<file path="src/rtl/mem_arb_pkg.sv">
// Shared definitions for the memory port arbiter: FSM states, operation
// codes, requester select codes and the fetch wait-counter width.
package mem_arb_pkg;

    typedef enum logic {
        ARB_IDLE   = 1'b0,
        ARB_ACCESS = 1'b1
    } arb_state_e;

    localparam logic OP_READ  = 1'b0;
    localparam logic OP_WRITE = 1'b1;

    localparam logic SRC_I = 1'b0;
    localparam logic SRC_D = 1'b1;

    localparam int WAIT_W = 4;
    localparam logic [WAIT_W-1:0] WAIT_SAT = 4'd15;

    // Saturating increment for the fetch starvation counter.
    function automatic logic [WAIT_W-1:0] wait_sat_inc(input logic [WAIT_W-1:0] v);
        logic [WAIT_W-1:0] r;
        if (v == WAIT_SAT) begin
            r = v;
        end else begin
            r = v + 4'd1;
        end
        return r;
    endfunction

endpackage

</file>
<file path="src/rtl/arb_prio_sel.sv">
// Winner selection for the memory port: data wins by default, fetch wins
// once it has lost MAX_WAIT consecutive contended grants. Also owns the
// saturating wait counter.
module arb_prio_sel
    import mem_arb_pkg::*;
#(
    parameter int MAX_WAIT = 4
) (
    input  logic              clk,
    input  logic              rst,
    input  logic              i_req,
    input  logic              d_req,
    input  logic              accept_en,
    output logic              sel,
    output logic              i_gnt,
    output logic              d_gnt,
    output logic [WAIT_W-1:0] wait_cnt
);

    localparam logic [WAIT_W-1:0] MAX_WAIT_C = WAIT_W'(MAX_WAIT);

    logic [WAIT_W-1:0] wait_cnt_r;
    logic              fetch_win_s;

    // Pick the winner and derive the mutually exclusive grants.
    always_comb begin
        fetch_win_s = 1'b0;
        if (i_req && (!d_req || (wait_cnt_r >= MAX_WAIT_C))) begin
            fetch_win_s = 1'b1;
        end else begin
            fetch_win_s = 1'b0;
        end
        sel   = fetch_win_s ? SRC_I : SRC_D;
        i_gnt = accept_en && fetch_win_s;
        d_gnt = accept_en && d_req && !fetch_win_s;
    end

    // Count data grants that fetch lost; any fetch grant clears the count.
    always_ff @(posedge clk or negedge rst) begin
        if (!rst) begin
            wait_cnt_r <= {WAIT_W{1'b0}};
        end else if (i_gnt) begin
            wait_cnt_r <= {WAIT_W{1'b0}};
        end else if (d_gnt && i_req) begin
            wait_cnt_r <= wait_sat_inc(wait_cnt_r);
        end else begin
            wait_cnt_r <= wait_cnt_r;
        end
    end

    assign wait_cnt = wait_cnt_r;

endmodule

</file>
<file path="src/rtl/mem_port_arbiter.sv">
// Shares one memory controller port between instruction fetch and the
// load/store stage. One access per cycle: grant -> ACCESS -> rvalid.
// Optional statistics counters are enabled with MEM_ARB_STATS_EN.
module mem_port_arbiter
    import mem_arb_pkg::*;
#(
    parameter int AW       = 32,
    parameter int DW       = 32,
    parameter int MAX_WAIT = 4
) (
    input  logic          clk,
    input  logic          rst,
    input  logic          i_req,
    input  logic [AW-1:0] i_addr,
    output logic          i_gnt,
    output logic          i_rvalid,
    output logic [DW-1:0] i_rdata,
    input  logic          d_req,
    input  logic          d_we,
    input  logic [AW-1:0] d_addr,
    input  logic [DW-1:0] d_wdata,
    output logic          d_gnt,
    output logic          d_rvalid,
    output logic [DW-1:0] d_rdata,
    output logic [AW-1:0] mem_address,
    output logic [DW-1:0] mem_i_val,
    output logic          mem_op_type,
    input  logic [DW-1:0] mem_o_val
`ifdef MEM_ARB_STATS_EN
    ,
    output logic [31:0]   stat_i_cnt,
    output logic [31:0]   stat_d_cnt,
    output logic [31:0]   stat_conflict_cnt
`endif
);

    arb_state_e        state_r;
    logic              src_r;
    logic              sel_s;
    logic              accept_en_s;
    logic              accept_s;
    logic [WAIT_W-1:0] wait_cnt_s;

    // Requests are accepted in both states, giving back-to-back throughput.
    assign accept_en_s = (state_r == ARB_IDLE) || (state_r == ARB_ACCESS);
    assign accept_s    = i_gnt || d_gnt;

    arb_prio_sel #(
        .MAX_WAIT (MAX_WAIT)
    ) u_sel (
        .clk       (clk),
        .rst       (rst),
        .i_req     (i_req),
        .d_req     (d_req),
        .accept_en (accept_en_s),
        .sel       (sel_s),
        .i_gnt     (i_gnt),
        .d_gnt     (d_gnt),
        .wait_cnt  (wait_cnt_s)
    );

    // FSM plus access registers; mem_op_type only pulses for one ACCESS cycle.
    always_ff @(posedge clk or negedge rst) begin
        if (!rst) begin
            state_r     <= ARB_IDLE;
            src_r       <= SRC_I;
            mem_address <= {AW{1'b0}};
            mem_i_val   <= {DW{1'b0}};
            mem_op_type <= OP_READ;
        end else begin
            case (state_r)
                ARB_IDLE:   state_r <= accept_s ? ARB_ACCESS : ARB_IDLE;
                ARB_ACCESS: state_r <= accept_s ? ARB_ACCESS : ARB_IDLE;
                default:    state_r <= ARB_IDLE;
            endcase
            if (accept_s) begin
                src_r <= sel_s;
                if (sel_s == SRC_I) begin
                    mem_address <= i_addr;
                    mem_op_type <= OP_READ;
                end else begin
                    mem_address <= d_addr;
                    mem_i_val   <= d_wdata;
                    mem_op_type <= d_we ? OP_WRITE : OP_READ;
                end
            end else begin
                mem_op_type <= OP_READ;
            end
        end
    end

    // Capture the port read data for whichever requester owned the ACCESS cycle.
    always_ff @(posedge clk or negedge rst) begin
        if (!rst) begin
            i_rvalid <= 1'b0;
            d_rvalid <= 1'b0;
            i_rdata  <= {DW{1'b0}};
            d_rdata  <= {DW{1'b0}};
        end else begin
            if ((state_r == ARB_ACCESS) && (src_r == SRC_I)) begin
                i_rvalid <= 1'b1;
                i_rdata  <= mem_o_val;
            end else begin
                i_rvalid <= 1'b0;
            end
            if ((state_r == ARB_ACCESS) && (src_r == SRC_D)) begin
                d_rvalid <= 1'b1;
                d_rdata  <= mem_o_val;
            end else begin
                d_rvalid <= 1'b0;
            end
        end
    end

`ifdef MEM_ARB_STATS_EN
    // Free-running grant and contention counters, wrapping at 2^32.
    always_ff @(posedge clk or negedge rst) begin
        if (!rst) begin
            stat_i_cnt        <= 32'd0;
            stat_d_cnt        <= 32'd0;
            stat_conflict_cnt <= 32'd0;
        end else begin
            stat_i_cnt        <= i_gnt ? (stat_i_cnt + 32'd1) : stat_i_cnt;
            stat_d_cnt        <= d_gnt ? (stat_d_cnt + 32'd1) : stat_d_cnt;
            stat_conflict_cnt <= (i_req && d_req) ? (stat_conflict_cnt + 32'd1) : stat_conflict_cnt;
        end
    end
`endif

endmodule
</file>
<file path="config.mk">
export PLATFORM = sky130hd
export DESIGN_NAME = mem_port_arbiter
export DESIGN_NICKNAME = d
export VERILOG_FILES = /design/src/rtl/mem_arb_pkg.sv /design/src/rtl/arb_prio_sel.sv /design/src/rtl/mem_port_arbiter.sv
export SDC_FILE = /design/constraint.sdc
export NUM_CORES = 1
export LEC_CHECK = 0
export CORE_ASPECT_RATIO = 1.1
export CORE_MARGIN = 2
export CORE_UTILIZATION = 41
export CTS_CLUSTER_DIAMETER = 150
export DETAILED_ROUTE_END_ITERATION = 10
export DONT_BUFFER_PORTS = 1
export GPL_ROUTABILITY_DRIVEN = 0
export PLACE_DENSITY = 0.61
export SYNTH_ARGS = -nofsm -noshare
export SYNTH_HDL_FRONTEND = slang
export SYNTH_SLANG_ARGS = --single-unit
export TNS_END_PERCENT = 10
</file>
<file path="constraint.sdc">
create_clock -name clk -period 2.1 [get_ports clk]
set_clock_uncertainty 0.1 [all_clocks]
set_input_delay 0.21 -clock clk [delete_from_list [all_inputs] [get_ports clk]]
set_output_delay 0.21 -clock clk [all_outputs]
set_load 0.01 [all_outputs]
</file>
==> results of run 1 <==
-- Yosys cell counts --
cell / instances / area (µm²)
dfrtp_1: 137 / 3428
buf_6: 4 / 45.04
or2_2: 1 / 6.260
buf_1: 8 / 30.03
buf_2: 5 / 25.02
inv_1: 6 / 22.52
nand3b_1: 1 / 7.510
and3_1: 1 / 6.260
nand3_1: 32 / 160.2
buf_4: 1 / 7.510
nand2_1: 4 / 15.01
o22ai_1: 2 / 12.51
ha_1: 1 / 12.51
or3b_1: 1 / 8.760
mux2i_1: 32 / 320.3
mux2_2: 96 / 1081
o21ai_0: 6 / 30.03
and2_1: 1 / 6.260
o21ai_2: 29 / 254.0
nor2b_1: 2 / 12.51
clkbuf_1: 9 / 33.78
-- kinds of logic after synthesis --
kind of cell / Yosys count / share of synthesized area (%)
flops: 137 / 62.05
mux: 128 / 25.36
simple gates: 43 / 4.031
compound gates: 37 / 5.367
buf+inv: 33 / 2.966
fa+ha+maj: 1 / 0.2264
-- per-stage QoR --
stage | instance area [µm²] | setup WS, ns | util, % | hold slack [ns]
floorplan | 5525 | 0.4887 | - | -0.1856
global placement | 5664 | 0.2995 | 43.05 | -0.1829
detailed placement | 5664 | 0.1885 | 43.05 | -0.1829
==> out/summary.md, run 1 <==
The flow did not finish. Progress stopped at 4_1_cts. The tool reported: "[ERROR RSZ-0060] Max buffer count reached". The H-tree was split into 4 levels. Half-perimeter wire length after detailed placement: 8.224 mm. The die is 114.7 µm wide. In this run the post-CTS setup repair buffer count came out at 0.

Synthesis produced a netlist with a net count of 513. During synthesis, Yosys emitted a total of 0 warnings. After clock tree synthesis, the flow added hold-fix buffers numbering 111. The number of register bits inferred by synthesis came out at 137. The average instance area after synthesis is 14.58 µm², and the maximum count of clock buffers along a single path is 2. During I/O placement, the number of pins put on the boundary was 266.

Sequential elements use 62.05% of the synthesized area. In this run the core area contains 44 standard-cell rows. In this run, distinct cell masters in the synthesized netlist total 21. Post-CTS repair changed the size of 0 cells. The initial utilization of the core area, before any placement, comes to 41.99%. After synthesis the cells add up to 5525 µm².

Clock tree root buffer cell: clkbuf_16. From bottom edge to top edge, the die measures 125.8 µm. Input and output buffers added on the ports amount to 0. The tree built by TritonCTS fans out to 137 sinks.

The number of cells in the design after placement was 519. In this run, CTS created clock tree buffers numbering 17. The number of instances in the synthesized netlist is 379.
==> run 2: changes to the inputs <==
- CORE_ASPECT_RATIO: 1.1 -> default
- CORE_UTILIZATION: 41 -> 26
- CTS_CLUSTER_DIAMETER: 150 -> default
- PLACE_DENSITY: 0.61 -> default
- PLACE_DENSITY_LB_ADDON: default -> 0.15
==> out/summary.md, run 2 <==
The power per standard cell area works out to 976.6 nW/µm². The library cell used most frequently in the layout, excluding fill and tap cells, is dfrtp_1. The netlist uses 21 different library cells.

The post-placement cell area is 5802 µm². For the number of sinks on the clock net, the log shows 137. The worst path uses 95.45% of the clock period.

The run gives 53 as the number of standard-cell rows in the floorplan. Measured slew at the worst slew-check pin: 0.3864 ns. By area the synthesized netlist is led by dfrtp_1, mux2_2, mux2i_1. Most instantiated library cell after synthesis: dfrtp_1. The die covers 22,430 µm².

The first global-routing pass estimated 21.98 mm of wire. The share of the synthesized area in the top cell type is 62.05%, and the number of instances in the synthesized netlist is 379. In the final design database the tool counted 643 nets. Setup repair after global routing left no endpoint under its margin. The routed wire length per instance is 18.39 µm. The routed design has 14.65 mm of wire. Hold repair after CTS inserted 132 buffers.

Setup violations remaining at the end of the flow were counted as 0. Across the VDD grid, the largest voltage drop is 0.4037 mV. The final worst hold slack is -0.6098 ns. The worst setup path is of the reg -> reg kind. The number of nets handed over by synthesis was 513. For the finished layout, the period the worst path requires is 2.004 ns. The async set-reset flop share out of synthesis was 100.0%; the post-CTS setup buffer count was 0. The run gives 7795 µm² as the final instance area.

The count of pins on the block boundary was 266. In this run the tool buffered the top-level ports with 0 buffer cells. In this run, synthesis produced a sequential element count of 137.

The checks that failed: negative hold slack. The required time at the endpoint of the critical path is 2.30 ns. TritonCTS built the clock tree. The tools report the worst slew slack as a fraction of its limit as 74.24%. In this run the remaining antenna-violating nets after routing total 0. The tools report the final cell count without fillers as 797. Traced cell by cell, the critical path runs through or3b_4 -> buf_8 -> nand3_1 -> o21ai_2 -> dlygate4sd3_1.

For the post-detailed-route DRC marker count, the log shows 0. During synthesis, Yosys emitted a total of 0 warnings. The die span in x was 149.8 µm. Leaving out fill and tap cells, the most frequent cells in the layout are dfrtp_1, dlygate4sd3_1, mux2_2.

Counting flops with a built-in enable in the synthesized netlist gives 0. The routed layout has 3,665 vias. The region available for standard cell placement spans 20,960 µm². The critical path data arrival time is 2.21 ns. The class of the worst hold path is in -> async.

After detailed routing, the number of vias per cell comes to 4.598. Global routing consumed, over all layers together, 12.86% of the routing resources. Count of final hold-check violations: 137.

The depth of the CTS H-tree is 4, and the highest net fanout along the worst path is 35. Share of synthesized area occupied by flip-flops and latches: 62.05%. The number of max-slew violations in the final report is 0.

The vertical die dimension is 149.8 µm, and the leakage power summed over all cells is 3.298 nW. The CTS buffer count was 17; the sum of negative setup slack was 0 ns. In this run, the number of DRC markers left after iteration 0 of detailed routing was 107.

The tools report the number of antenna violations at the first check in global routing as 1. In the synthesized netlist the dominant register cell turns out to be dfrtp_1. Counting tap cells, the placed design contains a total of 632 instances. The first detailed-routing pass ran for 4 iterations. The tools report the maximum count of clock buffers along a single path as 2.

Clock tree synthesis selected as its root buffer the cell clkbuf_16. The tool flagged a number of max-cap violations equal to 0. After legalization and detailed placement, the total HPWL measured 8.929 mm. Timing would allow up to 0.4989 GHz. The tools report the via count of the first global-routing pass as 4,130. The fraction of layout cells with a size suffix above 1 is 32.44%.

The synthesis-to-finish area growth was 41.08%; the clock latency on the worst-skew pair was 0.42 ns. Entering global routing, the biggest net connects 138 pins. The largest individual stage delay along the critical path comes from the cell dlygate4sd3_1.

After synthesis, the most frequently instantiated cells are dfrtp_1, mux2_2, mux2i_1, nand3_1, o21ai_2. For the global-route congestion overflow total, the log shows 0. In this design, the stage delay of the slowest critical-path cell is 0.56 ns. The tools report the startpoint type of the worst setup path as a flip-flop. The run finished, with violations left. After clock tree synthesis, the clock-pin slew on the worst setup and hold paths is 0.06 ns.

The initial utilization of the core area, before any placement, comes to 26.37%. In this run the mean area of a mapped cell was 14.58 µm². The largest total area in the synthesized netlist belongs to dfrtp_1. Summing every instance area after synthesis gives 5525 µm². Power comes to 7.612 mW. STA classifies the critical path endpoint as a flip-flop.
==> run 2: worst max-delay path, delay by kind of cell (launching register included) <==
kind / cells / cell delay (ns)
buf+inv: 2 / 0.76
compound gates: 1 / 0.06
simple gates: 2 / 0.57
flops: 1 / 0.39
==> run 2: final cells by class <==
class / instances / area, µm²
fill: 2015 / 13160
sequential: 137 / 3428
multi-input combinational: 210 / 1957
timing repair buffer: 137 / 1419
clock buffer: 21 / 480.5
tap: 275 / 344.1
clock inverter: 10 / 141.4
inverter: 6 / 22.52
antenna: 1 / 2.502
==> run 2: final timing paths <==
path / startpoint / to / slack, ns / cells past startpoint
hold / removal: rst / d_rdata[15] / -0.61 / 0
setup reg to reg: u_sel.wait_cnt[2] / mem_address[13] / 0.1 / 5
hold reg to reg: u_sel.wait_cnt[1] / u_sel.wait_cnt[1] / 0.44 / 2
max in group asynchronous: rst / mem_i_val[30] / 2.30 / 0
min in group clk: i_req / mem_op_type / 0.02 / 2
setup / recovery: u_sel.wait_cnt[2] / mem_address[13] / 0.1 / 5
==> run 2: metal layers <==
metal	global-route usage (%)	wire length (µm)	vias to the layer above
met5	0	0	-
met4	4.717	213	0
met3	6.037	1507	13
met2	22.13	7333	196
met1	13.79	5599	1834
li1	-	-	1622
==> run 2: logic make-up (layout without fill, tap and decap cells) <==
family,Yosys count,after routing,share of synthesized area [%]
buf+inv,33,174,2.966
compound gates,37,37,5.367
mux,128,128,25.36
other cells,0,1,0
fa+ha+maj,1,1,0.2264
flops,137,137,62.05
simple gates,43,44,4.031
==> run 2: what timing repair did <==
action                     in CTS  in global routing
cloned                          0                  1
resized for setup               1                  4
hold endpoints to repair      271                137
pin swaps                       0                  1
setup endpoints to repair       1                 25
==> run 2: power breakdown <==
group	total (mW)	internal, mW	switching (mW)	leakage (nW)
registers	3.54	3.05	0.496	1.62
clock network	3.15	1.99	1.16	0.302
logic	0.921	0.594	0.328	1.38
==> run 2: through the flow <==
stage | worst slack, ns | utilization [%]
2_1_floorplan | 0.4887 | -
3_3_place_gp | 0.2542 | 27.69
3_5_place_dp | 0.1717 | 27.69
4_1_cts | 0.02006 | 37.10
5_1_grt | 0.009031 | 37.20
6_report | 0.09555 | 37.20
Power figures use the tool's default switching activity.
==> run 3: changes to the inputs <==
- BUFFER_PORTS_ARGS: default -> -buffer_cell sky130_fd_sc_hd__buf_2
- DONT_BUFFER_PORTS: 1 -> default
==> out/summary.md, run 3 (synthesized netlist as in run 2, its figures left out) <==
The run finished with clean final reports. The tools report the worst hold path endpoint as mem_address[14]. Setup violations remaining at the end of the flow were counted as 0. TritonCTS built the clock tree. The kind of critical path is reg -> reg.

For this block, the via count after detailed routing is 4,562. The total area inside the core boundary comes to 20,960 µm². The number of clock buffers added by TritonCTS is 17. The final instance area was 9186 µm²; the net total in the final layout was 911.

Entering global routing, the biggest net connects 58 pins. The later pin in the worst-skew pair is clocked with a latency of 0.41 ns. Summed over all cells, the static leakage comes to 4.391 nW. The run gives 0 as the antenna diode count. The tools report the register-to-register setup slack as 0.07 ns. The number of max-slew violations in the final report was 0. In this run the critical register-to-register path is captured at mem_address[12]. The number of search-and-repair iterations in the first detailed-routing pass is 4. Summing all placed instances gives a cell area of 7239 µm².

In the layout the commonest cells are buf_2, dfrtp_1, dlygate4sd3_1. The post-route netlist has 55.44% of its cells at a drive strength greater than 1. The finished layout holds 1,065 standard cells, fillers aside. Endpoint class of the critical path: a flip-flop. The power per standard cell area is 912.6 nW/µm², and the timing-limited maximum frequency is 0.4934 GHz.

The tools report the critical path data arrival time as 2.21 ns. The buffer and inverter count on the worst path was 2; the die footprint was 22,430 µm². In this run the most critical hold path is launched from d_addr[14]. Highest net fanout along the worst path: 35.

The tree is rooted in a clkbuf_16. Headroom to the max-slew limit came out at 62.15%. For the pin with the worst max-slew slack, the measured transition is 0.5678 ns. The tools report the number of antenna violations at the first check in global routing as 0.

The detailed router finished its first iteration with 88 violations. Clock-pin slew on the worst setup and hold paths: 0.06 ns. In this run the worst hold path is classified as in -> reg. The number of cells on the worst reg-to-reg path is 5, and the synthesis-to-finish area growth is 66.26%. The clock passes through at most 2 buffers.

The initial utilization of the core area, before any placement, comes to 26.37%. In this run the tool buffered the top-level ports with 265 buffer cells. VDD sags by at most 0.4883 mV. In the global route stage, overall resource usage came out at 14.08%. Launch instance of the worst register-to-register path: u_sel.wait_cnt[2].

The count of final hold-check violations was 0; the sum of negative setup slack was 0 ns. Power comes to 8.384 mW. The run gives 43.84% as the utilization after layout. The worst setup path is launched from a flip-flop. The logs give 266 for the count of pins on the block boundary and 137 for the number of sinks on the clock net. Once placement completed, the tool counted placed cells totaling 906. The die span in x came out at 149.8 µm. The tools report the number of standard-cell rows in the floorplan as 53. The final worst hold slack was 0.01620 ns; the depth of the CTS H-tree was 4. Across the run, the number of max-cap violations was 0. The first-pass GRT wire length was 24.52 mm; the via count of the first global-routing pass was 4,865.

After detailed routing, the average wire length per cell comes to 14.81 µm. Walking the worst path, the cells encountered are or3b_1 -> buf_6 -> nand3_1 -> o21ai_2 -> dlygate4sd3_1. Kind of cell adding the most delay to the critical path: buffers and inverters. Dividing the detail-routed via count by the number of cells gives 4.284. The period utilization came out at 96.51%. Setup repair after global routing left no endpoint under its margin.

Prior to clock tree synthesis, the placed netlist has a worst setup slack of 0.3236 ns. Along the worst hold path, the cell count comes to 3. The die is 149.8 µm tall. The master of the slowest instance on the critical path was dlygate4sd3_1. Data on the critical path is required at its endpoint by 2.29 ns. The critical path's largest stage delay is 0.57 ns. The library cell used most frequently in the layout, excluding fill and tap cells, is buf_2.

The setup slack after layout was 0.07323 ns; the half-perimeter wire length after detailed placement was 10.74 mm. The routed wire length is 15.78 mm, and the post-layout minimum cycle time is 2.027 ns. In this run the remaining antenna-violating nets after routing total 0. After global routing the overflow that remains totals 0. In the routed design, unresolved DRC markers number 0.
==> run 3: cell types whose count changed in the layout (fill, tap and decap cells not counted), moves of 3 or more <==
| cell | previous run | this run |
|---|---|---|
| buf_2 | 0 | 264 |
| buf_4 | 2 | 8 |
| clkbuf_8 | 4 | 0 |
| inv_6 | 1 | 5 |
| bufinv_16 | 3 | 6 |
| dlygate4sd3_1 | 130 | 127 |
==> run 3: layout make-up <==
cell class,instances,area (µm²)
clock buffer,19,432.9
fill,2003,11770
inverter,6,22.52
sequential,137,3428
tap,275,344.1
timing repair buffer,406,2775
multi-input combinational,209,1946
clock inverter,13,237.7
==> run 3: power breakdown <==
group / switching (mW) / internal (mW) / leakage, nW
logic: 0.788 / 0.926 / 2.44
clock network: 1.18 / 2.25 / 0.327
registers: 0.199 / 3.04 / 1.62
==> run 3: worst min-delay path, delay by kind of cell <==
family                 cells  cell delay (ns)
AOI/OAI and AO/OA          1             0.12
buffers and inverters      1             0.08
muxes                      1             0.08
==> run 3: repair_timing <==
item | in CTS | in global routing
cloned | 0 | 0
hold endpoints to repair | 184 | 0
hold buffers | 127 | 0
buffers inserted | 0 | 0
gates resized for setup | 1 | 2
setup endpoints to repair | 1 | 9
==> run 3: how the worst max path moves through the flow <==
| stage | start | to | slack (ns) | depth (start not counted) |
|---|---|---|---|---|
| after floorplan | src_r | i_rdata[10] | 0.49 | 4 |
| after global placement | u_sel.wait_cnt[2] | mem_address[15] | 0.35 | 4 |
| after detailed placement | u_sel.wait_cnt[2] | mem_address[15] | 0.32 | 4 |
| after CTS | u_sel.wait_cnt[2] | mem_address[6] | 0.06 | 5 |
| after global routing | u_sel.wait_cnt[2] | mem_address[1] | 0.02 | 4 |
| final | u_sel.wait_cnt[2] | mem_address[12] | 0.07 | 5 |
==> run 3: metal layers <==
| layer | track usage (%) | up-vias | wire [µm] |
|---|---|---|---|
| met5 | 0 | - | 0 |
| met4 | 5.613 | 0 | 297 |
| met3 | 4.573 | 25 | 1262 |
| met2 | 23.30 | 191 | 7574 |
| met1 | 17.02 | 2197 | 6642 |
| li1 | - | 2149 | - |
==> run 4: changes to the inputs <==
- CELL_PAD_IN_SITES_DETAIL_PLACEMENT: default -> 0
- CELL_PAD_IN_SITES_GLOBAL_PLACEMENT: default -> 1
==> out/summary.md, run 4 (synthesized netlist as in run 2, its figures left out) <==
The run finished with clean final reports. In this run, the clock network consumes 41.1% of the power. The number of cells on the worst reg-to-reg path is 4. Clock-pin slew on the worst setup and hold paths: 0.06 ns. In this run, the number of DRC markers left after iteration 0 of detailed routing was 160. The half-perimeter wire length after detailed placement is 10.82 mm.

Entering global routing, the biggest net connects 74 pins. Of the total power, combinational logic draws 20.4%. The CTS buffer count is 17, and the number of sinks on the clock net is 137.

The startpoint type of the worst setup path is a flip-flop. In the final design database the tool counted 911 nets. The most common cell after layout, fill and taps aside was buf_2. The fraction of layout cells with a size suffix above 1 was 55.06%.

The placeable core region came out at 20,960 µm². Based on the critical path, the design can be clocked at up to 0.4931 GHz. For the number of antenna violations at the first check in global routing, the log shows 0. The repair_antennas step left the layout with diodes totalling 0.

In the layout the commonest cells are buf_2, dfrtp_1, dlygate4sd3_1. Once detail routing completed, the nets flagged for antenna violations numbered 0. The synthesis-to-finish area growth works out to 66.55%. The endpoint class of the critical path is a flip-flop. The via count of the first global-routing pass came out at 4,961.

Global routing consumed, over all layers together, 14.45% of the routing resources. The initial utilization of the core area, before any placement, comes to 26.37%. The worst hold path belongs to the class in -> reg. The worst hold path passes through 2 cells. STA puts the critical path data required time at 2.35 ns. The routed wire length per instance is 14.98 µm, and the count of endpoints failing setup in the final report is 0.

The first global-routing pass estimated 25.12 mm of wire. After detailed routing, the total wire length is 15.95 mm. The smallest clock period supported by the final layout is computed as 2.028 ns. The first TritonRoute pass finished after 4 iterations. TritonCTS built the clock tree. The critical path in this run is classified as reg -> reg. For this design the total switching power over the nets is 2.172 mW.

In this run, flip-flops and latches consume 38.5% of the power. Setup repair after global routing could not meet its margin everywhere. The die span in x came out at 149.8 µm. The total via count in the routed design was 4,569; the number of max-cap violations was 0.

The worst slew slack as a fraction of its limit is 73.60%, and the vertical die dimension is 149.8 µm. 266 I/O pins were placed. The highest net fanout along the worst path was 17. The power per standard cell area works out to 915.2 nW/µm². The run gives 0.41 ns as the clock latency on the worst-skew pair. After detailed routing, the number of vias per cell comes to 4.290. The post-detailed-route DRC marker count is 0, and the measured slew at the worst slew-check pin is 0.3960 ns. The logs give 0 for the count of final hold-check violations and 53 for the number of standard-cell rows in the floorplan. Data on the critical path arrives at its endpoint at 2.28 ns.

The die footprint was 22,430 µm². Post-placement cell area: 7214 µm². The finished cells cover 9203 µm². Buffers placed on the I/O ports in this run total 265. Cell internal power was estimated by the tool at 6.250 mW. After filler insertion, the fill cell instance count of the layout stands at 2,015. Of the total power, the share spent switching nets is 25.79%.

The number of max-slew violations in the final report was 0. The period utilization works out to 96.57%. The worst-case IR drop observed on VDD is 0.5122 mV. Summed over all cells, the static leakage comes to 4.387 nW. The longest clock path from root to sink contains 2 buffers. The tree is rooted in a clkbuf_16.

The sum of negative setup slack was 0 ns. Global routing finished with a remaining overflow of 0. The H-tree generated during clock tree synthesis spans 4 levels.
## run 4: changes by cell type in the layout (fill, tap and decap cells not counted), sizes merged
| cell | previous run | this run |
|---|---|---|
| buf | 279 | 276 |
| dlygate4sd3 | 127 | 130 |
| clkinvlp | 0 | 2 |
| inv | 11 | 9 |
## run 4: worst paths after layout
check / to / slack [ns] / from
max in group asynchronous: mem_i_val[25] / 1.30 / rst
min: u_sel.wait_cnt[3] / 0.05 / i_req
min reg2reg: d_rdata[20] / 0.40 / d_rdata[20]
max reg2reg: mem_address[0] / 0.07 / u_sel.wait_cnt[2]
max: mem_address[0] / 0.07 / u_sel.wait_cnt[2]
min in group asynchronous: i_rdata[15] / 0.26 / rst
## run 4: stage by stage
stage | setup slack [ns] | util (%) | std cells | total power, mW | hold slack [ns]
floorplan | 0.4887 | - | 379 | 4.042 | -0.1856
global placement | 0.4059 | 34.43 | 903 | 4.779 | 0.1422
detailed placement | 0.3694 | 34.43 | 903 | 4.819 | 0.1463
CTS | 0.05072 | 43.90 | 1065 | 8.560 | 0.03173
global route | -0.009889 | 43.92 | 1065 | 8.867 | 0.07690
finish | 0.07199 | 43.92 | 1065 | 8.422 | 0.05093
## run 4: critical path, stage by stage, from the launching register on
cell           delay, ns
dfrtp_1             0.39
or3b_1              0.42
and2_4              0.27
o21ai_0             0.19
dlygate4sd3_1       0.58
## run 4: power by group through the flow
| stage | logic (mW) | registers (mW) | clock network (mW) |
|---|---|---|---|
| 5_1_grt | 1.87 | 3.30 | 3.69 |
| 3_5_place_dp | 1.53 | 3.29 | 0 |
| 2_1_floorplan | 0.568 | 3.47 | 0 |
| 4_1_cts | 1.75 | 3.25 | 3.56 |
| 6_report | 1.72 | 3.24 | 3.46 |
| 3_3_place_gp | 1.51 | 3.27 | 0 |
## run 4: cell type report
| cell class | count | area (µm²) | share of cell area, % |
|---|---|---|---|
| Clock buffer | 19 | 442.9 | 4.813 |
| Clock inverter | 13 | 239.0 | 2.597 |
| Inverter | 6 | 22.52 | 0.2447 |
| Multi-Input combinational cell | 209 | 1943 | 21.11 |
| Sequential cell | 137 | 3428 | 37.25 |
| Tap cell | 275 | 344.1 | 3.739 |
| Timing Repair Buffer | 406 | 2783 | 30.24 |
## run 4: what timing repair did
item / CTS / global route
resized for setup: 1 / 2
hold buffers: 130 / 0
buffers inserted: 0 / 0
endpoints found under the setup margin: 1 / 15
hold endpoints to repair: 266 / 0
## run 4: routing by layer
layer  track usage (%)  wire length [µm]  up-vias
met3             4.695              1256       19
met4             4.623               220        0
met1             17.90              6837     2224
met5                 0                 0        -
met2             23.92              7636      184
li1                  -                 -     2142
